## src/rtl/keypad_digit_entry.sv

```systemverilog
`default_nettype none
// ============================================================================
// Module      : keypad_digit_entry
// Description : Debounces encoded keypad presses and shifts accepted digits
//               into a 4-digit BCD MM:SS entry buffer for the timer load path.
// Revision    : 1.0 - initial release
// ============================================================================
module keypad_digit_entry #(
  parameter int DEBOUNCE_CYCLES = 4
) (
  input  logic       clk,
  input  logic       rst,
  input  logic       en,
  input  logic       clr,
  input  logic [3:0] D,
  input  logic       no_key,
  output logic [3:0] min_tens,
  output logic [3:0] min_ones,
  output logic [3:0] sec_tens,
  output logic [3:0] sec_ones,
  output logic [2:0] digit_cnt,
  output logic       full,
  output logic       key_strobe
);

  // Counter must hold values up to DEBOUNCE_CYCLES-1; sized from the parameter.
  localparam int CW = (DEBOUNCE_CYCLES < 2) ? 1 : $clog2(DEBOUNCE_CYCLES + 1);
  localparam logic [CW-1:0] c_cnt_zero = '0;
  localparam logic [CW-1:0] c_cnt_one  = CW'(1);
  localparam logic [CW-1:0] c_cnt_last = CW'(DEBOUNCE_CYCLES - 1);
  localparam logic [2:0]    c_max_dig  = 3'd4;

  typedef enum logic [1:0] {
    S_IDLE     = 2'd0,
    S_DEBOUNCE = 2'd1,
    S_HELD     = 2'd2
  } state_t;

  state_t          r_state, w_state_nxt;
  logic [CW-1:0]   r_cnt, w_cnt_nxt;
  logic [3:0]      r_cap, w_cap_nxt;
  logic            w_accept;
  logic [3:0]      w_digit;
  logic            w_shift;

  logic [15:0]     r_buf;
  logic [2:0]      r_dcnt;
  logic            r_strobe;

  // FSM state, debounce counter and captured code registers.
  always_ff @(posedge clk) begin
    if (rst) begin
      r_state <= S_IDLE;
      r_cnt   <= c_cnt_zero;
      r_cap   <= 4'd0;
    end else begin
      r_state <= w_state_nxt;
      r_cnt   <= w_cnt_nxt;
      r_cap   <= w_cap_nxt;
    end
  end

  // Next-state logic: debounce a press, accept once, then wait for a stable release.
  always_comb begin
    w_state_nxt = r_state;
    w_cnt_nxt   = r_cnt;
    w_cap_nxt   = r_cap;
    w_accept    = 1'b0;
    w_digit     = r_cap;
    if (!en) begin
      // Entry disabled: drop any press in progress so a held key restarts cleanly.
      w_state_nxt = S_IDLE;
      w_cnt_nxt   = c_cnt_zero;
    end else begin
      case (r_state)
        S_IDLE: begin
          if (!no_key) begin
            w_cap_nxt = D;
            if (DEBOUNCE_CYCLES <= 1) begin
              // Single-cycle debounce: the first sampled press is already stable.
              w_accept    = 1'b1;
              w_digit     = D;
              w_state_nxt = S_HELD;
              w_cnt_nxt   = c_cnt_zero;
            end else begin
              w_state_nxt = S_DEBOUNCE;
              w_cnt_nxt   = c_cnt_one;
            end
          end
        end
        S_DEBOUNCE: begin
          if (no_key || (D != r_cap)) begin
            w_state_nxt = S_IDLE;
            w_cnt_nxt   = c_cnt_zero;
          end else if (r_cnt >= c_cnt_last) begin
            w_accept    = 1'b1;
            w_state_nxt = S_HELD;
            w_cnt_nxt   = c_cnt_zero;
          end else begin
            w_cnt_nxt = r_cnt + c_cnt_one;
          end
        end
        S_HELD: begin
          if (!no_key) begin
            // Any bounce or code change while held restarts the release count.
            w_cnt_nxt = c_cnt_zero;
          end else if (r_cnt >= c_cnt_last) begin
            w_state_nxt = S_IDLE;
            w_cnt_nxt   = c_cnt_zero;
          end else begin
            w_cnt_nxt = r_cnt + c_cnt_one;
          end
        end
        default: begin
          w_state_nxt = S_IDLE;
          w_cnt_nxt   = c_cnt_zero;
        end
      endcase
    end
  end

  // An accepted digit enters the buffer unless it is full or a leading zero.
  assign w_shift = w_accept && (r_dcnt != c_max_dig) &&
                   !((w_digit == 4'd0) && (r_dcnt == 3'd0));

  // Entry buffer, digit count and strobe; clear overrides a same-edge accept.
  always_ff @(posedge clk) begin
    if (rst) begin
      r_buf    <= 16'd0;
      r_dcnt   <= 3'd0;
      r_strobe <= 1'b0;
    end else begin
      r_strobe <= 1'b0;
      if (clr) begin
        r_buf  <= 16'd0;
        r_dcnt <= 3'd0;
      end else if (w_shift) begin
        r_buf    <= {r_buf[11:0], w_digit};
        r_dcnt   <= r_dcnt + 3'd1;
        r_strobe <= 1'b1;
      end
    end
  end

  assign min_tens   = r_buf[15:12];
  assign min_ones   = r_buf[11:8];
  assign sec_tens   = r_buf[7:4];
  assign sec_ones   = r_buf[3:0];
  assign digit_cnt  = r_dcnt;
  assign full       = (r_dcnt == c_max_dig);
  assign key_strobe = r_strobe;

endmodule
`default_nettype wire

```

## config.mk

```make
export PLATFORM = sky130hd
export DESIGN_NAME = keypad_digit_entry
export DESIGN_NICKNAME = d
export VERILOG_FILES = /design/src/rtl/keypad_digit_entry.sv
export SDC_FILE = /design/constraint.sdc
export NUM_CORES = 1
export LEC_CHECK = 0
export BUFFER_PORTS_ARGS = -buffer_cell sky130_fd_sc_hd__buf_2
export CAP_MARGIN = 20
export CORE_MARGIN = 5
export CORE_UTILIZATION = 50
export CTS_CLUSTER_SIZE = 14
export DETAILED_ROUTE_END_ITERATION = 8
export PLACE_DENSITY = 0.82
export SLEW_MARGIN = 0
export SYNTH_ARGS = -nofsm -noshare
export SYNTH_HDL_FRONTEND = slang
export SYNTH_SLANG_ARGS = --single-unit
```

## constraint.sdc

```tcl
create_clock -name clk -period 2.8 [get_ports clk]
set_input_delay 0.28 -clock clk [delete_from_list [all_inputs] [get_ports clk]]
set_output_delay 0.28 -clock clk [all_outputs]
set_load 0.01 [all_outputs]
```

==> reports/results.ini <==
[cts]
cts_resized = 0
cts_made_buffers = 5
cts_tree = yes
cts_setup_buffers = 0
clockRootBuffer = clkbuf_4
hold_buffers = 0
cts_buffer_depth = 2
clk_latency_ns = 0.33
path_clk_slew_ns = 0.09
ctsHtreeMaxLevel = 2
cts_num_sinks = 29

[sta]
rsz0062_at_grt = false
fmax_mhz = 508
hold_viol = 0
skew_ns = 0.00661
worst_slew_pin_slew_ns = 0.395
fin_crit_sh_pct = 70.3
fin_tns_setup_ns = 0
period_minus_slack_ns = 1.97
slew_headroom_pct = 73.4
setup_violations = 0
setup_ws_ns = 0.830
timing.hold.ws_ns = 0.205
slew_viol_final = 0

[synth]
synth-seq-cells = 29
synthesis.area_sq_um = 1230
yosys.area.top_type = dfxtp_1
synthArstFlopShare_pct = 0
syn_avg_cell_area_sq_um = 9.46
synth.distinct_cells = 28
synth_edf_count = 0
syn-num-nets = 143
yosysSeqAreaShare_pct = 47.2
synthTopCellsByArea = dfxtp_1 (47%), mux2i_1 (17%), nor2_1 (7.9%), ha_1 (4.1%), xnor2_1 (2.8%)
synth.most_common_cell = dfxtp_1
synth_common_cells = dfxtp_1 (29), nor2_1 (26), mux2i_1 (21)
yosysWarnings = 0
syn_inst = 130
synth_ff_type = dfxtp_1
synth_top_area_share_pct = 47.2

[place]
pre_cts_ws_ns = 0.829
dp_hpwl_microns = 1680
dp.cells = 185
port_buffers = 29
place_area_sq_um = 1400
gp_congestion = 0.916

[finish]
syn_to_final_growth_pct = 20.7
fillers = 201
n_antenna_cell = 0
stdcell_count = 193
fin_nets = 175
drive_gt1_share_pct = 23.9
final_area_sq_um = 1480

[job]
cap_violations = 0

[floorplanning]
core_sq_um = 2410
die_w_microns = 59.6
start_util_pct = 51.0
fp-row-count = 18
fp.dieArea_sq_um = 3550
ios = 30
die_y_microns = 59.6

[hold_path]
holdCritPathClass = in2reg
holdPathStages = 2
hp-start = rst
hold-path-endpoint = r_cap[1]

[grt]
grt_pass1_wl_microns = 3670
grt_use_total_pct = 14.4
grt_pass1_vias = 844
antenna_found_initial = 0
grt_max_degree = 22
grt-ovfl-total = 0

[worst_setup_path]
slowest_delay_ns = 0.35
cp_cell_sequence = ha_1 -> ha_1 -> a211o_1 -> nand2_1 -> nand4bb_1 -> buf_4 -> mux2i_1 -> nor2_1
r2r-end = r_buf[2]
r2r-start = r_cnt[0]
cp.required_ns = 3.01
reg2reg_depth = 8
critPathLaunchType = register
worstPathArrival_ns = 2.18
critPathKind = reg2reg
path_common_cell = ha_1
r2r_slack_ns = 0.83
cp_slowest_cell = dfxtp_1
crit_path_end_kind = register
crit_fanout = 21

[routing]
routed_via_density = 5.04
firstDrtPassIters = 4
vias = 972
drt-initial-drc-count = 21
wl_per_cell_microns = 11.8
wl_microns = 2280
drc = 0
antenna_left = 0

[power]
leakage_nw = 0.752
ir_worst_vdd_mv = 0.450
power_density_nw_per_um2 = 550

[status]
status = finished, final reports clean

-- cell type report --
cell class                      instances  area [sq um]  share of cell area, %
Clock buffer                            7          55.1                   3.71
Multi-Input combinational cell         88           598                   40.3
Tap cell                               30          37.5                   2.53
Clock inverter                          1          30.0                   2.02
Inverter                                8          30.0                   2.02
Sequential cell                        29           581                   39.1
Timing Repair Buffer                   30           153                   10.3
-- registers in the layout, summed over array words and instances, names as in the netlist --
register    cells
digit_cnt       3
key_strobe      1
r_buf          16
r_cap           4
r_cnt           3
r_state         2
-- where the power goes --
group	switching, mW	leakage [nW]	internal, mW	total [mW]
combinational	0.0216	0.472	0.0170	0.0387
sequential	0.00510	0.234	0.416	0.421
clock	0.144	0.0455	0.213	0.357
total	0.170	0.752	0.646	0.817
-- worst max-delay path, delay by kind of cell, from the launching register on --
family                   cells  cell delay, ns
AO/OA/AOI/OAI                1            0.32
adder cells (fa/ha/maj)      2            0.41
buffers and inverters        1            0.31
flip-flops                   1            0.35
multiplexers                 1            0.23
AND/OR/NAND/NOR              3            0.24
-- worst max path at each step --
stage | start | end | slack (ns) | depth (start not counted)
after floorplan | r_cnt[0] | digit_cnt[1] | 0.98 | 8
after global placement | r_cnt[0] | r_buf[10] | 0.90 | 8
after detailed placement | r_cnt[0] | r_buf[2] | 0.83 | 8
after CTS | r_cnt[0] | r_buf[2] | 0.82 | 8
after global routing | r_cnt[0] | r_buf[11] | 0.67 | 8
final | r_cnt[0] | r_buf[2] | 0.83 | 8
-- layer usage --
metal / track usage [%] / wire length [microns] / part of all wire (%) / vias up
li1: - / - / - / 506
met5: 0 / 0 / 0 / -
met2: 21.8 / 1050 / 46 / 24
met3: 6.75 / 161 / 7.1 / 4
met1: 16.5 / 1020 / 45 / 438
met4: 8.54 / 42 / 1.8 / 0
-- cells in the final DEF (no fill, tap or decap) --
cell       instances
buf_4              1
clkbuf_1           1
nor2_1            26
ha_1               4
a211o_1            1
nor4_1             1
or2_2              1
buf_2             29
or3b_1             1
clkbuf_8           1
clkbuf_4           5
dfxtp_1           29
xor2_1             1
a21oi_1            3
mux2i_1           21
nand2b_1           1
nand2_1            3
bufinv_16          1
nand4bb_1          1
a31o_2             1
and2_1             3
o21ai_0            5
nand4_1            2
xnor2_1            4
a221oi_1           1
nand3_1            1
nor2b_1            1
or3_1              1
a311oi_1           1
inv_1              8
a211oi_1           1
nor3_1             3
-- cell families after synthesis --
group,share of synthesized area (%)
adder cells (fa/ha/maj),4.07
multiplexers,17.1
buffers and inverters,4.17
XOR/XNOR,3.56
AO/OA/AOI/OAI,6.71
flip-flops,47.2
AND/OR/NAND/NOR,17.2
-- per-stage QoR --
step                utilization [%]  total power, mW
CTS                            61.6            0.826
global route                   61.6            0.846
global placement               58.0            0.468
finish                         61.6            0.817
floorplan                         -            0.455
detailed placement             58.0            0.470
Power figures use the tool's default switching activity.
